**src/rtl/posit_encode_round.sv**
```systemverilog
// posit_encode_round: rounds and packs a core result (sign, te, fraction, sticky)
// into an N-bit posit through a 3-stage valid/ready pipeline.
// Build option: define PPU_ENC_RNE_EN for round-to-nearest-even; without it the
// magnitude is truncated (round toward zero).
module posit_encode_round #(
  parameter int N              = 16,
  parameter int ES             = 1,
  parameter int FRAC_FULL_SIZE = 3 * N,
  parameter int TE_SIZE        = ES + $clog2(N) + 1
) (
  input  logic                      clk,
  input  logic                      rst,
  input  logic                      in_valid,
  output logic                      in_ready,
  input  logic                      sign,
  input  logic [TE_SIZE-1:0]        te,
  input  logic [FRAC_FULL_SIZE-1:0] frac,
  input  logic                      frac_lsb_cut_off,
  input  logic                      is_zero,
  input  logic                      is_nar,
  output logic                      out_valid,
  input  logic                      out_ready,
  output logic [N-1:0]              posit_out
);

  // Assembly width leaves room for the longest regime plus every exponent and
  // fraction bit, so sticky sees all dropped bits.
  localparam int AW = N + FRAC_FULL_SIZE + ES + 1;
  localparam int BW = ES + FRAC_FULL_SIZE;
  localparam int LW = $clog2(AW) + 1;
  localparam logic [N-1:0] MAXPOS = {1'b0, {(N-1){1'b1}}};
  localparam logic [N-1:0] MINPOS = {{(N-1){1'b0}}, 1'b1};
  localparam logic [N-1:0] NAR    = {1'b1, {(N-1){1'b0}}};
`ifdef PPU_ENC_RNE_EN
  localparam logic RNE_EN = 1'b1;
`else
  localparam logic RNE_EN = 1'b0;
`endif

  logic adv;
  assign adv      = out_ready | ~out_valid;
  assign in_ready = adv;

  // ---------------- S1: decode ----------------
  logic signed [TE_SIZE-1:0] k_in;
  logic [LW-1:0]             len_in;
  logic                      sat_hi_in, sat_lo_in;

  // Regime run: k+1 ones plus terminator for k>=0, -k zeros plus terminator for k<0.
  always_comb begin
    k_in      = $signed(te) >>> ES;
    sat_hi_in = (int'(k_in) >= N - 2);
    sat_lo_in = (int'(k_in) <= -(N - 1));
    if (k_in[TE_SIZE-1]) len_in = LW'(1 - int'(k_in));
    else                 len_in = LW'(int'(k_in) + 2);
  end

  logic                      v1, s1_sign, s1_cut, s1_zero, s1_nar;
  logic                      s1_sat_hi, s1_sat_lo, s1_neg;
  logic [ES-1:0]             s1_e;
  logic [FRAC_FULL_SIZE-1:0] s1_frac;
  logic [LW-1:0]             s1_len;

  // Stage 1 register: captures the decoded beat.
  always_ff @(posedge clk or negedge rst) begin
    if (!rst) begin
      v1 <= 1'b0; s1_sign <= 1'b0; s1_cut <= 1'b0; s1_zero <= 1'b0; s1_nar <= 1'b0;
      s1_sat_hi <= 1'b0; s1_sat_lo <= 1'b0; s1_neg <= 1'b0;
      s1_e <= '0; s1_frac <= '0; s1_len <= '0;
    end else if (adv) begin
      v1        <= in_valid;
      s1_sign   <= sign;
      s1_cut    <= frac_lsb_cut_off;
      s1_zero   <= is_zero;
      s1_nar    <= is_nar;
      s1_sat_hi <= sat_hi_in;
      s1_sat_lo <= sat_lo_in;
      s1_neg    <= k_in[TE_SIZE-1];
      s1_e      <= te[ES-1:0];
      s1_frac   <= frac;
      s1_len    <= len_in;
    end
  end

  // ---------------- S2: assemble ----------------
  logic [AW-1:0] regime_vec, body_vec, asm_vec;

  // Place regime at the top, then exponent and fraction shifted past it.
  always_comb begin
    body_vec = {s1_e, s1_frac, {(AW-BW){1'b0}}};
    if (s1_neg) regime_vec = {1'b1, {(AW-1){1'b0}}} >> (s1_len - 1'b1);
    else        regime_vec = ~({AW{1'b1}} >> (s1_len - 1'b1));
    asm_vec = regime_vec | (body_vec >> s1_len);
  end

  logic          v2, s2_sign, s2_guard, s2_sticky, s2_zero, s2_nar, s2_sat_hi, s2_sat_lo;
  logic [N-2:0]  s2_mag;

  // Stage 2 register: truncated magnitude plus guard/sticky.
  always_ff @(posedge clk or negedge rst) begin
    if (!rst) begin
      v2 <= 1'b0; s2_sign <= 1'b0; s2_guard <= 1'b0; s2_sticky <= 1'b0;
      s2_zero <= 1'b0; s2_nar <= 1'b0; s2_sat_hi <= 1'b0; s2_sat_lo <= 1'b0;
      s2_mag <= '0;
    end else if (adv) begin
      v2        <= v1;
      s2_sign   <= s1_sign;
      s2_mag    <= asm_vec[AW-1 -: N-1];
      s2_guard  <= asm_vec[AW-N];
      s2_sticky <= (|asm_vec[AW-N-1:0]) | s1_cut;
      s2_zero   <= s1_zero;
      s2_nar    <= s1_nar;
      s2_sat_hi <= s1_sat_hi;
      s2_sat_lo <= s1_sat_lo;
    end
  end

  // ---------------- S3: round and pack ----------------
  logic         round_up;
  logic [N-1:0] sum, mag, res;

  // Round, clamp into [minpos, maxpos], apply sign, then override specials.
  always_comb begin
    round_up = RNE_EN & s2_guard & (s2_sticky | s2_mag[0]);
    sum      = {1'b0, s2_mag} + {{(N-1){1'b0}}, round_up};
    mag      = sum[N-1] ? MAXPOS : sum;
    if (s2_sat_hi)                      mag = MAXPOS;
    else if (s2_sat_lo || mag == '0)    mag = MINPOS;
    res = s2_sign ? (~mag + 1'b1) : mag;
    if (s2_nar)       res = NAR;
    else if (s2_zero) res = '0;
  end

  // Output register: holds while the consumer stalls.
  always_ff @(posedge clk or negedge rst) begin
    if (!rst) begin
      out_valid <= 1'b0;
      posit_out <= '0;
    end else if (adv) begin
      out_valid <= v2;
      posit_out <= res;
    end
  end

endmodule

```
**config.mk**
```make
export PLATFORM = sky130hd
export DESIGN_NAME = posit_encode_round
export DESIGN_NICKNAME = d
export VERILOG_FILES = /design/src/rtl/posit_encode_round.sv
export SDC_FILE = /design/constraint.sdc
export NUM_CORES = 1
export LEC_CHECK = 0
export ABC_CLOCK_PERIOD_IN_PS = 5100
export CAP_MARGIN = 30
export CORE_ASPECT_RATIO = 2
export CORE_MARGIN = 5
export CORE_UTILIZATION = 37
export CTS_BUF_LIST = sky130_fd_sc_hd__clkbuf_8 sky130_fd_sc_hd__clkbuf_16
export DETAILED_ROUTE_END_ITERATION = 16
export PLACE_DENSITY = 0.7
export SETUP_SLACK_MARGIN = 0.4
export SYNTH_ARGS = -nofsm -noshare
export SYNTH_HDL_FRONTEND = slang
export SYNTH_SLANG_ARGS = --single-unit
export TNS_END_PERCENT = 1
```
**constraint.sdc**
```tcl
create_clock -name clk -period 5.1 [get_ports clk]
set_input_delay 1.02 -clock clk [delete_from_list [all_inputs] [get_ports clk]]
set_output_delay 1.02 -clock clk [all_outputs]
set_load 0.05 [all_outputs]
```
After elaboration in Yosys (flattened, before gate mapping)

Index checks and enable logic that the tools add are counted.

Register bits after elaboration: 102
Input port bits: 62
Output and inout port bits: 18
Logic and storage cells: 42

Add/sub/neg operators: 4
Magnitude comparators: 2
Shift operators: 3
Multiplexer cells: 7
Bitwise gates (word level): 5
Reductions and logical operators: 2

Operators by type and width:

| kind                                                                | number |
|---|---|
| 66-bit by 8-bit >> shifter with 66-bit output, first input constant | 2 |
| 66-bit 2-to-1 mux                                                   | 1 |
| 66-bit NOT                                                          | 1 |
| 66-bit bitwise OR                                                   | 1 |
| 66-bit by 8-bit >> shifter with 66-bit output                       | 1 |
| 16-bit 2-to-1 mux                                                   | 3 |
| 15-bit 2-to-1 mux                                                   | 2 |
| 16-bit by 1-bit adder with 16-bit output, second input constant     | 1 |
| 16-bit logical NOT                                                  | 1 |
| 16-bit NOT                                                          | 1 |
| 8-bit 2-to-1 mux                                                    | 1 |
| 8-bit by 1-bit subtractor with 8-bit output, second input constant  | 1 |
| 5-bit by 3-bit adder with 6-bit output, second input constant       | 1 |
| 2-bit by 5-bit subtractor with 6-bit output, first input constant   | 1 |
| 5-bit greater-or-equal comparator, second input constant            | 1 |
| 5-bit <= comparator, second input constant                          | 1 |
| 1-bit logical OR                                                    | 1 |
| 1-bit NOT                                                           | 1 |
| 1-bit bitwise OR                                                    | 1 |

Depth between registers and ports, before layout

Depth after elaboration: 9
Mapped depth: 10
Gate-level depth less buffers: 8

Worst setup path before layout

No wires, ideal clock.

Path kind: input -> output
Start point: in out_ready
End point: out in_ready
Arrival: 2077 ps
Required time: 4080 ps
Path slack: 2003 ps
Cell stages on the path: 4
Path buffers: 2
Path through: nor2b_1 -> inv_1 -> clkbuf_1 -> buf_1

Longest elaborated chain between the ends: 1

RTL lines:

| item             | RTL line | source |
|---|---|---|
| from (decl)      | 22       | `input logic out_ready,` |
| 1-bit bitwise OR | 41       | `assign adv = out_ready \| ~out_valid;` |
| to (decl)        | 14       | `output logic in_ready,` |

Every way passes these cells.

Worst setup path after layout

Start point: reg s1_len[0]
End point: reg s2_mag[4]

Longest elaborated chain between the ends: 5
Elaborated cells on any way between the ends: 7
Those cells by class: add/sub (1); shift (3); mux (1); bitwise (2)

RTL lines:

| item                                          | RTL line | source |
|---|---|---|
| from (decl)                                   | 62       | `logic [LW-1:0] s1_len;` |
| from (signal assigned)                        | 81       | `s1_len <= len_in;` |
| 8-bit by 1-bit subtractor with 8-bit output   | 91, 92   |  |
| 66-bit by 8-bit >> shifter with 66-bit output | 92       | `else regime_vec = ~({AW{1'b1}} >> (s1_len - 1'b1));` |
| 66-bit NOT                                    | 92       |  |
| 66-bit 2-to-1 mux                             | 91       | `if (s1_neg) regime_vec = {1'b1, {(AW-1){1'b0}}} >> (s1_len - 1'b1);` |
| 66-bit bitwise OR *                           | 93       | `asm_vec = regime_vec \| (body_vec >> s1_len);` |
| to (signal assigned)                          | 108      | `s2_mag <= asm_vec[AW-1 -: N-1];` |
| to (decl)                                     | 97       | `logic [N-2:0] s2_mag;` |

Every way passes the cells marked *; elsewhere a longest branch is shown, timed or not.
A chain may end at the register's enable or synchronous reset.

==> results_dict.tcl <==
set metrics [dict create \
    seq_power_share_pct 32.0 \
    io_pins 80 \
    final_layout_size_suffix_gt1_share_pct 7.573 \
    core.rowCount 55 \
    die_h_um 160.5 \
    htreeDepth 3 \
    post-cts-setup-buffers 0 \
    ant_nets 0 \
    clkTransAtPathRegs_ns 0.06 \
    viasPerCell 5.714 \
    yosysMostFrequentCell "nand2_1" \
    period_share_pct 61.82 \
    synth.area.top_cells "dfrtp_1 39%, nand2_1 9.5%, ha_1 3.0%, mux2i_1 2.9%, nor2_1 2.9%" \
    hpwl_um 8658 \
    power.leakage_nw 2.118 \
    power_density_nw_per_um2 599.5 \
    syn-num-nets 556 \
    power.net_switching_mw 1.321 \
    root_buffer "clkbuf_16" \
    via_count 3754 \
    drv_cap 0 \
    syn_area_per_cell_um2 8.663 \
    critPathKind "reg -> reg" \
    num-nets-final 582 \
    final_cells 657 \
    cts_sinks 66 \
    drt_iter0_markers 188 \
    p_int_mw 1.683 \
    area_growth_pct 19.52 \
    antenna_found_initial 0 \
    synth_edf_count 0 \
    design_area_um2 5011 \
    io_buffers 44 \
    hold_violations 0 \
    synth_cell_type_count 69 \
    cts_resized 0 \
    combPwrFrac_pct 46.2 \
    max-vdd-ir-drop_v 0.0002709 \
    yosysTopAreaCellShare_pct 39.39 \
    worst_ep_required_time_ns 5.35 \
    grt_overflow 0 \
    switching_share_pct 43.99 \
    path_cells "inv_1, ha_1, inv_1, ha_1, nand2b_1, nor4b_2, a21oi_1, a32oi_1" \
    rsz0062_at_grt "false" \
    clock_skew_ns 0.005065 \
    path_max_fanout 22 \
    p_clk_share_pct 21.9 \
    critPathLaunchType "flip-flop" \
    cp-end-kind "flip-flop" \
    cts_hold_buf 0 \
    synthCells 484 \
    synth_largest_area_cell "dfrtp_1" \
    dpl_cell_area_um2 4692 \
    period_needed_ns 3.153 \
    tightest_slew_ns 0.9262 \
    status "completed" \
    clock_latency_ns 0.34 \
    setup_viol 0 \
    hold_class "reg -> reg" \
    cts_buffers 9 \
    grtUsageTotal_pct 17.37 \
    maxSlewHeadroom_pct 38.04 \
    ys_seq_elements 66 \
    worstPathArrival_ns 3.40 \
    placedCellCount 641 \
    tns_ns 0 \
    ys.flop_type "dfrtp_1" \
    slew_violations 0 \
    wire_per_inst_um 17.39 \
    grt_pass1_vias 3809 \
    crit_path_max_incr_delay_ns 0.94 \
    die-area_um2 13690 \
    grt_max_degree 59 \
    cts.path.max_buffers 2 \
    seq_area_frac_synth_pct 39.39 \
    gp_congestion 0.9438 \
    ys_warn_count 0 \
    die_w_um 85.27 \
    antenna_cells 0 \
    grt_pass1_wl_um 18860 \
    synth_commonest_cells "106 x nand2_1, 66 x dfrtp_1, 32 x nor2_1, 24 x clkbuf_1, 23 x a21oi_1" \
    cts_tree "done" \
    async_flop_share_pct 100.0 \
    routed_wl_um 11430 \
    max_freq_mhz 317.2 \
    drc 0 \
    first_pass_iters 5 \
    cp_slowest_cell "dfrtp_1" \
    coreArea_um2 11220 \
    initial_utilization_pct 37.38 \
    synth_area_um2 4193 \
]
-- through the flow --
| stage | setup slack [ns] | utilization, % | hold WS, ns | power, mW |
|---|---|---|---|---|
| detailed placement | 2.003 | 41.83 | 0.4511 | 2.349 |
| floorplan | 2.003 | - | 0.4300 | 1.930 |
| CTS | 1.976 | 44.67 | 0.4665 | 3.012 |
| global placement | 2.017 | 41.78 | 0.4467 | 2.313 |
| global route | 1.753 | 44.67 | 0.5028 | 3.189 |
| finish | 1.947 | 44.67 | 0.4661 | 3.004 |
-- path summary, 6_finish.rpt --
check | start | end | slack (ns) | cells after the start
hold / removal | v2$_DFFE_PN0P_ | v2$_DFFE_PN0P_ | 0.47 | 2
max in group asynchronous | rst | s1_zero$_DFFE_PN0P_ | 3.53 | 2
hold reg to reg | v2$_DFFE_PN0P_ | v2$_DFFE_PN0P_ | 0.47 | 2
setup / recovery | s1_len[0]$_DFFE_PN0P_ | s2_mag[4]$_DFFE_PN0P_ | 1.95 | 8
min in group asynchronous | rst | s1_frac[44]$_DFFE_PN0P_ | 0.60 | 1
setup reg to reg | s1_len[0]$_DFFE_PN0P_ | s2_mag[4]$_DFFE_PN0P_ | 1.95 | 8
-- cells in the final DEF, fill, tap and decap left out, types with 5 or more instances in the layout --
cell type | Yosys | routed
a21o_1 | 6 | 6
a21oi_1 | 23 | 23
a22o_1 | 6 | 6
a31oi_1 | 13 | 13
clkbuf_16 | 0 | 9
clkdlybuf4s50_1 | 0 | 42
dfrtp_1 | 66 | 66
ha_1 | 10 | 10
inv_1 | 10 | 10
mux2_1 | 8 | 8
mux2i_1 | 12 | 12
nand2_1 | 106 | 106
nand2b_1 | 5 | 5
nand3_1 | 8 | 8
nand4_1 | 8 | 8
nor2_1 | 32 | 32
nor2b_1 | 9 | 8
nor3_1 | 9 | 9
o21ai_0 | 12 | 12
o21ai_1 | 12 | 12
o31ai_1 | 6 | 6
xnor2_1 | 8 | 8
-- power by group through the flow --
| stage | Clock, mW | Combinational (mW) | Sequential [mW] |
|---|---|---|---|
| global placement | 0 | 1.36 | 0.954 |
| detailed placement | 0 | 1.38 | 0.965 |
| CTS | 0.667 | 1.39 | 0.956 |
| global route | 0.686 | 1.52 | 0.987 |
| finish | 0.657 | 1.39 | 0.960 |
| floorplan | 0 | 0.917 | 1.01 |
-- state kept, by name (all words and copies together) (netlist names), 6 cells and up --
signal     cells
s1_frac       14
posit_out     16
s2_mag        15
s1_len         6
-- worst max-delay path, delay by kind of cell (launching register included) --
kind	cells	cell delay (ns)
adders and majority gates	2	0.77
DFF	1	0.94
buffers and inverters	2	0.32
AOI/OAI and AO/OA	2	0.35
and+or+nand+nor	2	0.68
-- cells by family (layout without fill, tap and decap cells) --
kind of cell               count (synthesis)  count (layout)  share of synthesized area [%]
AOI/OAI and AO/OA                        117             117                          18.98
xor gates and xnor gates                  12              12                          2.507
adders and majority gates                 10              10                          2.984
buffers and inverters                     46              77                          4.655
DFF                                       66              66                          39.39
muxes                                     27              27                          7.968
and+or+nand+nor                          206             206                          23.52
-- area by class of cell --
cell class	instances	area, µm²
fill	1105	6206
multi-input combinational	372	2354
sequential	66	1652
timing repair buffer	48	460.4
clock buffer	9	225.2
tap	142	177.7
clock inverter	7	93.84
inverter	13	48.80
-- per-layer routing --
metal	share of wire, %	wire, µm	track usage, %
met4	5.2	590	11.67
met5	0	0	0
met2	58	6637	33.46
met3	2.8	322	2.053
met1	34	3874	16.34
Note: power is estimated with default switching activity, not from simulation.
